## config.mk

```make
export PLATFORM = sky130hd
export DESIGN_NAME = key_event_arbiter
export DESIGN_NICKNAME = d
export VERILOG_FILES = /design/src/rtl/key_event_arbiter.sv
export SDC_FILE = /design/constraint.sdc
export NUM_CORES = 1
export LEC_CHECK = 0
export ABC_AREA = 0
export BUFFER_PORTS_ARGS = -buffer_cell sky130_fd_sc_hd__buf_4
export CORE_MARGIN = 1.5
export CORE_UTILIZATION = 51
export CTS_CLUSTER_DIAMETER = 50
export DETAILED_ROUTE_END_ITERATION = 8
export PLACE_DENSITY = 0.71
export SLEW_MARGIN = 10
export SYNTH_ARGS = -nofsm -noshare
export SYNTH_HDL_FRONTEND = slang
export SYNTH_SLANG_ARGS = --single-unit
```

## constraint.sdc

```tcl
create_clock -name clk -period 12.3 [get_ports clk]
set_input_delay 1.845 -clock clk [delete_from_list [all_inputs] [get_ports clk]]
set_output_delay 1.845 -clock clk [all_outputs]
set_load 0.02 [all_outputs]
```

## src/rtl/key_event_arbiter.sv

```systemverilog
// key_event_arbiter: turns debounced key levels into press/auto-repeat events
// shared on one valid/ready channel with round-robin arbitration.
module key_event_arbiter #(
    parameter int N_KEYS       = 5,
    parameter int REPEAT_DELAY = 25_000_000,
    parameter int REPEAT_RATE  = 5_000_000,
    localparam int IDW = $clog2(N_KEYS)
) (
    input  logic              clk,
    input  logic              rst_n,
    input  logic [N_KEYS-1:0] key_level,
    output logic              evt_valid,
    input  logic              evt_ready,
    output logic [IDW-1:0]    evt_id,
    output logic              evt_repeat,
    output logic [N_KEYS-1:0] pending
);
    localparam int CMAX = REPEAT_DELAY > REPEAT_RATE ? REPEAT_DELAY : REPEAT_RATE;
    localparam int CW = $clog2(CMAX);

    typedef enum logic [1:0] {IDLE, DELAY, REPEAT} state_t;

    state_t            state_q;
    logic [CW-1:0]     cnt_q, lim;
    logic [IDW-1:0]    trk_q, low, sel, cand, rr_q, evt_id_q;
    logic [N_KEYS-1:0] key_prev_q, pend_q, pend_d, rep_q, rep_d, rise, tick, grant;
    logic              evt_valid_q, evt_repeat_q, tick_en, found, free;

    always_comb begin
        rise = key_level & ~key_prev_q;
        low = '0;
        for (int i = N_KEYS - 1; i >= 0; i--) if (rise[i]) low = IDW'(i);
        lim = (state_q == DELAY) ? CW'(REPEAT_DELAY - 1) : CW'(REPEAT_RATE - 1);
        // a fresh rise restarts the timer, so it suppresses any tick that cycle
        tick_en = state_q != IDLE && ~|rise && key_level[trk_q] && cnt_q == lim;
        tick = tick_en ? (N_KEYS'(1) << trk_q) : '0;
        free = ~evt_valid_q | evt_ready;
        found = 1'b0;
        sel = '0;
        cand = '0;
        for (int k = 1; k <= N_KEYS; k++) begin
            cand = IDW'((int'(rr_q) + k) % N_KEYS);
            if (!found && pend_q[cand]) begin
                found = 1'b1;
                sel = cand;
            end
        end
        grant = (free && found) ? (N_KEYS'(1) << sel) : '0;
        pend_d = (pend_q & ~grant) | rise | tick;
        rep_d = rep_q;
        // press outranks repeat; a repeat only sets the type on a slot that ends up fresh
        for (int i = 0; i < N_KEYS; i++)
            rep_d[i] = rise[i] ? 1'b0 : tick[i] ? (~(pend_q[i] & ~grant[i]) | rep_q[i]) : rep_q[i];
    end

    always_ff @(posedge clk or negedge rst_n) begin
        if (!rst_n) begin
            state_q      <= IDLE;
            cnt_q        <= '0;
            trk_q        <= '0;
            key_prev_q   <= '0;
            pend_q       <= '0;
            rep_q        <= '0;
            rr_q         <= '0;
            evt_valid_q  <= 1'b0;
            evt_id_q     <= '0;
            evt_repeat_q <= 1'b0;
        end else begin
            key_prev_q <= key_level;
            pend_q     <= pend_d;
            rep_q      <= rep_d;
            if (|rise) begin
                state_q <= DELAY;
                trk_q   <= low;
                cnt_q   <= '0;
            end else if (state_q != IDLE) begin
                if (!key_level[trk_q]) begin
                    state_q <= IDLE;
                    cnt_q   <= '0;
                end else if (cnt_q == lim) begin
                    state_q <= REPEAT;
                    cnt_q   <= '0;
                end else begin
                    cnt_q <= cnt_q + 1'b1;
                end
            end
            if (free) begin
                evt_valid_q <= found;
                if (found) begin
                    evt_id_q     <= sel;
                    evt_repeat_q <= rep_q[sel];
                    rr_q         <= sel;
                end
            end
        end
    end

    assign evt_valid  = evt_valid_q;
    assign evt_id     = evt_id_q;
    assign evt_repeat = evt_repeat_q;
    assign pending    = pend_q;
endmodule

```

# Yosys cells after proc, flatten, opt, wreduce, memory -nomap -nowiden
# Cells that the tools add are included.
dict set report totals {
  output_inout_bits 10
  input_bits 8
  word_cells 137
  reg_bits 50
}
dict set report classes {
  bitwise 28
  n_shift 2
  div 5
  magnitude_cmp 7
  eq_ne 3
  n_addsub 6
  mux 50
  n_reduce_logical 23
}
# operator n
set ops {}
lappend ops {{$mod A32 B4 Y32 const B} 5}
lappend ops {{$mux W25} 5}
lappend ops {{$mux W3} 10}
lappend ops {{$lt A3 B4 Y1 const B} 7}
lappend ops {{$add A25 B1 Y25 const B} 1}
lappend ops {{$eq A25 B25 Y1} 1}
lappend ops {{$mux W1} 22}
lappend ops {{$bmux W1 S3} 7}
lappend ops {{$reduce_bool A2 Y1} 7}
lappend ops {{$not A1 Y1} 11}
lappend ops {{$and A5 B5 Y5} 2}
lappend ops {{$mux W5} 2}
lappend ops {{$not A5 Y5} 2}
lappend ops {{$or A5 B5 Y5} 2}
lappend ops {{$shl A1 B3 Y5 const A} 2}
lappend ops {{$add A3 B2 Y4 const B} 2}
lappend ops {{$add A3 B3 Y4 const B} 2}
lappend ops {{$logic_and A1 B1 Y1} 8}
lappend ops {{$mux W2} 4}
lappend ops {{$or A1 B1 Y1} 6}
lappend ops {{$and A1 B1 Y1} 5}
lappend ops {{$logic_not A1 Y1} 5}
lappend ops {{$reduce_or A5 Y1} 1}
lappend ops {{$add A3 B1 Y4 const B} 1}
lappend ops {{3 further kinds} 4}

# Depth between registers and ports, before layout
# Gate-level depths: netlist of run 1.
dict set report depth {
  depth_word 25
  ltp_mapped 23
  ltp_nobuf 19
}

# Least setup slack after synthesis of run 1
# Ideal clock, no wire load.
dict set report synth_timing {
  kind {reg2reg}
  start {register, netlist name evt_id[0]}
  end {register rep_q[2]}
  arrival_time_ns 5.649
  setup_time_ns 0.066
  period_less_slack_ns 5.714
  t_required_ns 12.234
  path_stages_with_launch 23
  path_slack_ns 6.586
  path_buffers 5
  cell_sequence {dfrtp_1 > buf_4 > clkbuf_1 > inv_1 > clkbuf_1 > ha_1 > buf_2 > buf_2 > or3b_2 > o22ai_1 > nor2_1 > ha_1 > nor2b_1 > a211oi_1 > o31ai_4 > mux2_2 > a2bb2oi_1 > nand2_1 > or3_1 > a41o_1 > or3b_4 > nor3_1 > o31a_1}
}
# element line_no
set synth_rtl {}
lappend synth_rtl {{end signal: assignment} 71} ;# rep_q <= rep_d;
lappend synth_rtl {{end: declaration} 26} ;# logic [N_KEYS-1:0] key_prev_q, pend_q, pend_d, rep_q, rep_d, rise, tick, grant;

==> results by group, run 1 <==
Critical path
  • RR Endpoint: rep_q[3]
  • Crit path top cell by count: ha_1
  • Critical Path Source: evt_id[0]
  • Critical path class: register to register
  • Startpoint types: register
  • Crit path cell chain: buf_4, inv_1, ha_1, ha_1, or3b_2, o22ai_1, nor2_1, ha_1, nor2b_1, a211oi_1, o31ai_4, mux2_2, a2bb2oi_1, nand2_1, or3_1, a41o_1, or3b_4, nor3b_2, o31a_1
  • CP required: 12.54 ns
  • Worst Path Max Fanout: 32
  • R2r setup slk: around 6.4 ns
  • CP delay by family, top: simple AND/OR/NAND/NOR gates
  • Slowest cell on crit path: ha_1
  • Length in cells of the worst reg-to-reg path: 19
  • Worst Setup EP: rep_q[3]
  • RR Startpoint: evt_id[0]
  • CP Buf/Inv Count: 2
  • Worst path depth: 19
  • CP max stage delay: around 0.62 ns
  • Critical Path AT: 6.13 ns
  • Critical Path End Type: register

Floorplanning
  • Full die area: 0.008807 mm^2
  • IO Pins: 18
  • Die Y: 93.85 um
  • Initial Util: 53.64%
  • Core ar.: 0.007848 mm^2
  • Cell Rows: 32
  • Die width: 93.85 um

Finish
  • Most frequent cells in the layout: 55 x nand2_1, 50 x dfrtp_1, 42 x nor2_1
  • Commonest non-fill, non-tap cell in the layout: nand2_1
  • Number of nets in the layout: between 500 and 600
  • P&R area growth vs syn: 6.361%
  • Layout cells sized above 1: 12.85%
  • Final Cell Area: 0.004477 mm^2
  • # diodes: 0

Synthesis
  • Syn Area/Cell: 8.607 um^2
  • Yosys Warn Count: 0
  • Post-synthesis async set-or-reset flop share: 100.0%
  • Syn Inst Count: a little under 500
  • Unique cell type count in the Yosys netlist: 76
  • Post-synth EDFFs: 0
  • Mapped Area: 0.004209 mm^2
  • Post-synthesis sequential area ratio: approximately 30%
  • Synth Register Bits: 50
  • Top_reg_cell synth: dfrtp_1
  • Syn nets: 522

Timing
  • RSZ-0062 raised after global routing: false
  • Clock skew: 0.01078 ns
  • Worst slew pin tran: 0.7202 ns
  • Count of pins over their slew limit: 0
  • Fmax: between 0.15 and 0.2 GHz
  • Fin crit period: 5.889 ns
  • Final TNS setup: 0 ns
  • Fin crit share: 47.88%
  • Final hold viol count: 0
  • # setup viols final: 0
  • Final Worst Setup Slack: 6.411 ns
  • Worst relative slew slack: 51.99%

Place
  • Place WS: approximately 6.4 ns
  • DP HPWL: 7168 um
  • PortBufs: 17
  • Post-placement cell area: roughly 0.0044 mm^2
  • RePlAce Congestion: 0.8763

Route
  • Drt pass-1 iters: 5
  • Total number of vias: 3661
  • Antenna-violating nets left: 0
  • Drt wl/cell: 16.13 um
  • Final wirelength: 9677 um
  • 1st-iter DRT viols: 224
  • DRC: 0
  • Vias per cell: 6.102

GRT
  • Global Route Usage Sum: between 20 and 25%
  • Largest net degree at the start of global routing: 51
  • First-pass GRT wire length: 16300 um
  • Initial antenna violation count: 0
  • Number of global-route vias before repair: between 3000 and 4000
  • GRT overflow: 0

Clocking
  • Hold bufs inserted after CTS: 0
  • CTS Buffer Depth: 2
  • Clock Tree Root: clkbuf_8
  • CTS tree: done
  • PostCTS Resize Cnt: 0
  • Clk Latency, worst-skew pair: 0.31 ns
  • CTS buffer count: 5
  • Clock sink count: 50
  • Setup Fix Bufs, Post-CTS: 0
  • H-tree Lvls: 2
  • Worst-path clk slew: around 0.090 ns

Outcome
  • Status: complete, no violations

Hold path
  • Worst Hold Class: register to register

Flow run
  • Max cap viols: 0
## area by class of cell
cell class,count,area [um^2]
fill,737,3371
multi-input combinational,397,2768
sequential,50,1251
timing repair buffer,19,142.6
tap,102,127.6
inverter,24,92.59
clock buffer,6,82.58
clock inverter,2,12.51
## how the worst min path moves through the flow
stage / startpoint / depth (start not counted) / end
detailed placement: cnt_q[4] / 1 / cnt_q[4]
floorplan: rep_q[0] / 2 / rep_q[0]
finish: cnt_q[4] / 1 / cnt_q[4]
global route: cnt_q[4] / 1 / cnt_q[4]
CTS: cnt_q[4] / 1 / cnt_q[4]
global placement: cnt_q[3] / 1 / cnt_q[3]
## per-layer routing
metal  vias to the layer above  GRT usage (%)  wire (um)
met2                        94          36.71       4588
met5                         -              0          0
met1                      1762          32.65       4588
met4                         0          4.353         25
met3                         4          4.045        474
li1                       1801              -          -
## through the flow
stage / hold slack, ns / cells / util, %
2_1_floorplan: 0.4501 / 489 / -
3_5_place_dp: 0.4955 / 592 / 55.84
5_1_grt: 0.5337 / 600 / 57.05
6_report: 0.5080 / 600 / 57.05
4_1_cts: 0.5120 / 600 / 57.05
3_3_place_gp: 0.4861 / 592 / 55.84
## cell families after synthesis
| family | count (synthesis) | share of synthesized area (%) |
|---|---|---|
| XOR/XNOR | 21 | 4.726 |
| AO/OA/AOI/OAI | 124 | 20.60 |
| buffers and inverters | 42 | 4.518 |
| multiplexers | 21 | 7.253 |
| AND/OR/NAND/NOR | 205 | 25.48 |
| adder cells (fa/ha/maj) | 26 | 7.699 |
| flip-flops | 50 | 29.73 |
## cell usage after synthesis (3+ instances only)
master | count | share of area [%]
and3_1 | 13 | 1.9
buf_6 | 3 | 0.80
nor2_1 | 42 | 3.7
mux2i_1 | 8 | 1.9
nor2b_1 | 9 | 1.3
a31oi_1 | 3 | 0.45
o21ai_0 | 40 | 4.8
nand3_1 | 19 | 2.3
nand2b_1 | 11 | 1.6
a2bb2oi_1 | 3 | 0.62
clkbuf_1 | 11 | 0.98
a22oi_1 | 4 | 0.71
ha_1 | 25 | 7.4
dfrtp_1 | 50 | 30
o31a_1 | 5 | 1.0
o211a_1 | 3 | 0.71
nor3_1 | 7 | 0.83
a21oi_1 | 17 | 2.0
o21a_1 | 4 | 0.71
mux2_2 | 6 | 1.6
nor4_1 | 5 | 0.74
buf_2 | 3 | 0.36
or3_1 | 8 | 1.2
and2_1 | 4 | 0.59
xor2_1 | 9 | 1.9
mux4_2 | 7 | 3.7
inv_1 | 23 | 2.1
nand2_1 | 55 | 4.9
xnor2_1 | 10 | 2.1
nand4_1 | 9 | 1.3
o211ai_1 | 5 | 0.89
a211oi_1 | 5 | 0.89
or2_2 | 3 | 0.45
## state kept, by name (all words and copies together) (netlist names)
register	count
evt_valid	1
trk_q	3
evt_repeat	1
key_prev_q	5
cnt_q	25
evt_id	3
pending	5
rep_q	5
state_q	2
Power of run 1 is left out: the tool's default activity adds up to more than one toggle a clock period on the data nets, which glitch-free logic cannot reach.
==> inputs of run 2 (changes only) <==
--- a/config.mk
+++ b/config.mk
@@ -5,13 +5,13 @@
 export SDC_FILE = /design/constraint.sdc
 export NUM_CORES = 1
 export LEC_CHECK = 0
-export ABC_AREA = 0
+export ABC_AREA = 1
 export BUFFER_PORTS_ARGS = -buffer_cell sky130_fd_sc_hd__buf_4
 export CORE_MARGIN = 1.5
 export CORE_UTILIZATION = 51
 export CTS_CLUSTER_DIAMETER = 50
 export DETAILED_ROUTE_END_ITERATION = 8
-export PLACE_DENSITY = 0.71
+export PLACE_DENSITY = 0.74
 export SLEW_MARGIN = 10
 export SYNTH_ARGS = -nofsm -noshare
 export SYNTH_HDL_FRONTEND = slang
==> constraint.sdc (replaced) <==
create_clock -name clk -period 5.3 [get_ports clk]
set_input_delay 0.795 -clock clk [delete_from_list [all_inputs] [get_ports clk]]
set_output_delay 0.795 -clock clk [all_outputs]
set_load 0.02 [all_outputs]
==> results by group, run 2 <==
Route
  • Drt wl/cell: 12.58 um (-22%)
  • Antenna-violating nets left: 0 (unchanged)
  • Vias per cell: 5.293 (-13%)
  • DRC: 0 (unchanged)
  • Final wirelength: 9583 um (-0.97%)
  • 1st-iter DRT viols: 186 (-17%)
  • Drt pass-1 iters: 5 (unchanged)
  • Total number of vias: 4033 (+10%)

Timing
  • Clock skew: 0.009932 ns (-0.0008478 ns)
  • Fin crit share: 78.59% (+31 points)
  • Fmax: 0.2401 GHz (+41%)
  • Worst slew pin tran: 0.6168 ns (-0.1034 ns)
  • RSZ-0062 raised after global routing: false
  • Final hold viol count: 0 (unchanged)
  • # setup viols final: 0 (unchanged)
  • Final Worst Setup Slack: 1.135 ns (-5.277 ns)
  • Fin crit period: 4.165 ns (-1.723 ns)
  • Count of pins over their slew limit: 0 (unchanged)
  • Worst relative slew slack: 58.88% (+6.9 points)
  • Final TNS setup: 0 ns (unchanged)

Clocking
  • Hold bufs inserted after CTS: 0 (unchanged)
  • Setup Fix Bufs, Post-CTS: 0 (unchanged)
  • Clock sink count: 50 (unchanged)
  • H-tree Lvls: 2 (unchanged)
  • Clock Tree Root: clkbuf_8
  • Clk Latency, worst-skew pair: 0.31 ns (about the same)
  • CTS Buffer Depth: 2 (unchanged)
  • CTS buffer count: 5 (unchanged)
  • Worst-path clk slew: 0.10 ns (about the same)
  • CTS tree: done
  • PostCTS Resize Cnt: 0 (unchanged)

Synthesis
  • Simple-Gate Fraction of Synth Area: 40.80% (+15 points)
  • Synth top area cells: dfrtp_1 29%, nand2_1 13%, inv_1 9.2%
  • Mapped Area: 0.004250 mm^2 (+0.98%)
  • XOR/XNOR Fraction of Synth Area: 2.443% (-2.3 points)
  • Top cells by count, synth: 149 x nand2_1, 104 x inv_1, 72 x nand3_1
  • Synth Register Bits: 50 (unchanged)
  • Synth top area share: 29.44% (-0.29 points)
  • Syn Inst Count: 637 (+30%)
  • Count leader, synth: nand2_1
  • Adder-cell share of the synthesized area: 7.359% (-0.34 points)
  • Largest family of logic cells by synthesized area: simple AND/OR/NAND/NOR gates
  • Post-synthesis sequential area ratio: 29.44% (-0.29 points)
  • Yosys Warn Count: 0 (unchanged)
  • Portion of netlist area occupied by mux cells: 0% (-7.3 points)
  • Unique cell type count in the Yosys netlist: 44 (-42%)
  • Top_reg_cell synth: dfrtp_1
  • Post-synth EDFFs: 0 (unchanged)
  • Syn nets: 670 (+28%)
  • Post-synthesis async set-or-reset flop share: 100.0% (unchanged)
  • Post-synthesis compound-gate area fraction: 8.831% (-12 points)
  • Area leader, netlist: dfrtp_1
  • Syn Area/Cell: 6.672 um^2 (-22%)

Floorplanning
  • Cell Rows: 33 (+3.1%)
  • Core ar.: 0.008134 mm^2 (+3.7%)
  • Die Y: 94.29 um (+0.47%)
  • Initial Util: 52.25% (-1.4 points)
  • Die width: 94.29 um (+0.47%)
  • Full die area: 0.008891 mm^2 (+0.95%)
  • IO Pins: 18 (unchanged)

Power and ir drop
  • Pwr dens: 654.5 mW/mm^2
  • Total power: 3.013 mW
  • Lkg Pwr: 2.365 nW
  • Peak supply drop: roughly 0.24 mV

Outcome
  • Status: complete, no violations

Flow run
  • Max cap viols: 0 (unchanged)

GRT
  • Number of global-route vias before repair: 3874 (+15%)
  • Initial antenna violation count: 0 (unchanged)
  • Global Route Usage Sum: 23.32% (+0.39 points)
  • Largest net degree at the start of global routing: 51 (unchanged)
  • GRT overflow: 0 (unchanged)
  • First-pass GRT wire length: 16840 um (+3.3%)

Critical path
  • Critical path class: register to register
  • CP required: 5.51 ns (-7.03 ns)
  • Critical Path AT: 4.37 ns (-1.76 ns)
  • Worst Path Max Fanout: 22 (-31%)
  • Startpoint types: register
  • Critical Path End Type: register

Hold path
  • Worst Hold Class: primary input to asynchronous set/reset pin

Place
  • PortBufs: 17 (unchanged)
  • Place WS: 1.161 ns (-5.279 ns)
  • DP HPWL: 7469 um (+4.2%)
  • RePlAce Congestion: 0.9508 (+8.5%)

Finish
  • Commonest non-fill, non-tap cell in the layout: nand2_1
  • # diodes: 0 (unchanged)
  • Most frequent cells in the layout: 149 x nand2_1, 104 x inv_1, 72 x nand3_1
  • Number of nets in the layout: 689 (+30%)
  • P&R area growth vs syn: 8.301%
  • Largest register FFs: 25 (unchanged)
  • Layout cells sized above 1: 12.18% (-0.67 points)
  • Largest Register: cnt_q
run 2: changes by cell type after synthesis, sizes merged, moves of 12 or more:
cell,delta
and3,-13
inv,+89
nand2,+113
nand3,+61
nor2,+22
nor3,+16
o21ai,-12
run 2: per-stage QoR:
step | hold slack [ns] | area (um^2) | util, % | std cells
after floorplan | 0.4491 | 4250 | - | 637
after global placement | 0.4663 | 4487 | 55.16 | 754
after detailed placement | 0.4742 | 4487 | 55.16 | 754
after CTS | 0.5005 | 4603 | 56.59 | 762
after global routing | 0.5366 | 4603 | 56.59 | 762
final | 0.4884 | 4603 | 56.59 | 762
run 2: cells by family (layout without fill, tap and decap cells):
kind of cell	Yosys count	count (layout)
XOR/XNOR	11	11
flip-flops	50	50
buffers and inverters	122	142
adder cells (fa/ha/maj)	25	25
AO/OA/AOI/OAI	63	63
AND/OR/NAND/NOR	366	366
run 2: worst paths after layout:
kind                                 from            end  slack, ns  cells past startpoint
worst min-delay path                rst_n  key_prev_q[3]       0.49                      1
worst max-delay path            evt_id[0]       rep_q[4]       1.13                     27
min in group clk                 rep_q[1]       rep_q[1]       0.50                      2
worst max register to register  evt_id[0]       rep_q[4]       1.13                     27
max in group asynchronous           rst_n      cnt_q[23]       4.39                      1
worst min register to register   rep_q[1]       rep_q[1]       0.50                      2
run 2: final cells by class:
cell class / count / area (um^2)
clock buffer: 5 / 68.82
clock inverter: 3 / 47.55
sequential: 50 / 1251
tap: 105 / 131.4
inverter: 114 / 427.9
timing repair buffer: 20 / 150.1
fill: 759 / 3531
multi-input combinational: 465 / 2526
run 2: critical path, stage by stage (launching register included):
cell and delay (ns):
dfrtp_1 0.33, buf_4 0.25, clkinv_1 0.09, buf_4 0.19, ha_1 0.45, ha_1 0.25
inv_1 0.06, nand2_1 0.07, o21ai_2 0.19, xor2_1 0.27, ha_1 0.20, inv_1 0.05
or2_2 0.26, nand2_1 0.12, nand2_1 0.10, nand2_1 0.07, nand2_1 0.07, inv_1 0.08
nand3_1 0.09, nand3_1 0.07, nand2_1 0.09, nand3b_1 0.18, nand2_2 0.13, inv_2 0.08
nand2_1 0.11, nand2_1 0.08, nand2_1 0.07, o22ai_1 0.06
run 2: power breakdown:
group	switching [mW]	leakage, nW	internal (mW)
clock network	0.136	0.0591	0.144
logic	1.48	1.65	0.752
registers	0.0725	0.652	0.429
total	1.69	2.36	1.33
run 2: metal layers:
layer	track usage (%)	vias to the layer above	part of all wire (%)
li1	-	2080	-
met2	40.53	75	47
met1	29.89	1855	47
met4	6.468	0	2.1
met5	0	-	0
met3	3.398	23	3.9
(Power assumes the default switching activity.)
==> inputs of run 3 (changes only) <==
==> constraint.sdc (replaced) <==
create_clock -name clk -period 3.4 [get_ports clk]
set_input_delay 0.51 -clock clk [delete_from_list [all_inputs] [get_ports clk]]
set_output_delay 0.51 -clock clk [all_outputs]
set_load 0.02 [all_outputs]
==> results by group, run 3 (same netlist as run 2, synthesis figures left out) <==
Outcome
  • Status: finished with violations
  • Failing checks: setup timing

Clocking
  • Clock Tree Root: clkbuf_8
  • Clock sink count: 50 (unchanged)
  • CTS tree: done
  • Worst-path clk slew: 0.10 ns (about the same)
  • CTS Buffer Depth: 2 (unchanged)
  • CTS buffer count: 5 (unchanged)
  • Clk Latency, worst-skew pair: 0.32 ns (about the same)
  • H-tree Lvls: 2 (unchanged)

Place
  • PortBufs: 17 (unchanged)
  • RePlAce Congestion: 0.8842 (-7.0%)
  • Place WS: -0.1655 ns (-1.326 ns)
  • DP HPWL: 8005 um (+7.2%)

Timing
  • Final Worst Setup Slack: -0.1460 ns (-1.281 ns)
  • Hold WS: 0.1969 ns (-0.2915 ns)
  • Count of pins over their slew limit: 0 (unchanged)
  • Clock skew: 0.01103 ns (+0.001096 ns)
  • Fin crit period: 3.546 ns (-0.6195 ns)
  • Fin crit share: 104.3% (+26 points)
  • Final hold viol count: 0 (unchanged)
  • Final TNS setup: -0.9406 ns (-0.9406 ns)
  • Fmax: 0.2820 GHz (+17%)
  • RSZ-0062 raised after global routing: true
  • # setup viols final: 10 (+10)
  • Worst slew pin tran: 0.7406 ns (+0.1237 ns)
  • Worst relative slew slack: 50.45% (-8.4 points)

Critical path
  • RR Startpoint: evt_id[1]
  • RR Endpoint: rep_q[1]
  • R2r setup slk: -0.15 ns (-1.28 ns)
  • Critical Path Source: evt_id[1]
  • Worst Path Max Fanout: 6 (-73%)
  • Critical Path AT: 3.81 ns (-0.56 ns)
  • Critical Path End Type: register
  • Startpoint types: register
  • Critical path class: register to register
  • Worst Setup EP: rep_q[1]
  • Length in cells of the worst reg-to-reg path: 26 (-3.7%)
  • CP required: 3.67 ns (-1.84 ns)

Floorplanning
  • IO Pins: 18 (unchanged)
  • Full die area: 0.008891 mm^2 (unchanged)
  • Initial Util: 52.25% (unchanged)
  • Cell Rows: 33 (unchanged)
  • Core ar.: 0.008134 mm^2 (unchanged)
  • Die Y: 94.29 um (unchanged)
  • Die width: 94.29 um (unchanged)

Route
  • Antenna-violating nets left: 0 (unchanged)
  • Final wirelength: 11750 um (+23%)
  • Vias per cell: 5.441 (+2.8%)
  • Total number of vias: 4478 (+11%)
  • Drt wl/cell: 14.27 um (+13%)
  • 1st-iter DRT viols: 284 (+53%)
  • Drt pass-1 iters: 5 (unchanged)
  • DRC: 0 (unchanged)

Finish
  • Multi-input logic area: 0.002980 mm^2 (+18%)
  • # diodes: 0 (unchanged)
  • Largest register FFs: 25 (unchanged)
  • Most frequent cells in the layout: 119 x nand2_1, 94 x inv_1, 77 x buf_4
  • Number of nets in the layout: 750 (+8.9%)
  • Fin util: 68.04% (+11 points)
  • Layout cells sized above 1: 31.62% (+19 points)
  • Commonest non-fill, non-tap cell in the layout: nand2_1
  • FF+latch area: 0.001255 mm^2 (+0.30%)
  • P&R area growth vs syn: 30.20%
  • Largest Register: cnt_q
  • Fill cell count: 663 (-13%)

GRT
  • First-pass GRT wire length: 17970 um (+6.7%)
  • Largest net degree at the start of global routing: 51 (unchanged)
  • GRT overflow: 0 (unchanged)
  • Global Route Usage Sum: 24.99% (+1.7 points)
  • Number of global-route vias before repair: 4138 (+6.8%)
  • Initial antenna violation count: 0 (unchanged)

Hold path
  • Worst Hold Class: primary input to asynchronous set/reset pin

Flow run
  • Max cap viols: 0 (unchanged)
run 3: cell types whose count changed in the layout (fill, tap and decap cells not counted), moves of 8 or more:
cell     previous run  this run
buf_4              20        77
ha_1               25        11
inv_1             104        94
inv_2               9        17
nand2_1           149       119
nand2_2            17        34
nand2_4             2        14
nand3_1            72        61
run 3: layer usage:
metal	track usage [%]	vias up	share of wire, %
met4	6.965	0	2.4
met2	43.88	134	50
met5	0	-	0
met1	31.44	2100	43
li1	-	2210	-
met3	3.964	34	4.1
run 3: final cells by class:
cell class                      instances  area share, %
Multi-Input combinational cell        465          53.85
Timing Repair Buffer                   81          11.26
Sequential cell                        50          22.68
Tap cell                              105          2.374
Inverter                              114          8.139
Clock buffer                            5          1.243
Clock inverter                          3         0.4522
run 3: worst min-delay path by stage:
stage	from	cells after the start	endpoint
4_1_cts	rst_n	1	rep_q[0]
3_5_place_dp	rep_q[2]	2	rep_q[2]
3_3_place_gp	rep_q[2]	2	rep_q[2]
6_report	rst_n	1	key_prev_q[3]
5_1_grt	rst_n	1	rep_q[0]
2_1_floorplan	rst_n	0	cnt_q[0]
run 3: what timing repair did:
action,in CTS,in global routing
setup buffers,15,14
setup endpoints to repair,14,15
gates resized for setup,40,82
hold buffers,0,0
pin swaps,20,25
run 3: per-stage QoR:
step / std cells / instance area (um^2)
floorplan: 637 / 4307
global placement: 786 / 4780
detailed placement: 786 / 4780
CTS: 809 / 5124
finish: 823 / 5534
global route: 823 / 5534
run 3: critical path, cell delays in order (launching register included):
cell	delay, ns
dfrtp_2	0.49
buf_6	0.13
ha_4	0.16
inv_2	0.05
nand2_2	0.05
nand2_2	0.07
ha_4	0.15
inv_2	0.05
nand2_2	0.06
o21ai_4	0.17
xor2_2	0.19
ha_2	0.21
inv_2	0.04
or2_4	0.23
nand2_4	0.09
nand2_4	0.08
nand2_4	0.07
nand3_1	0.07
nand3_1	0.11
nand3_2	0.08
nand2_2	0.10
nand4_1	0.17
nand3_4	0.17
nand2_4	0.06
o21ai_2	0.18
nand3_1	0.13
nand2_1	0.09
Power of run 3 is left out for the same reason.
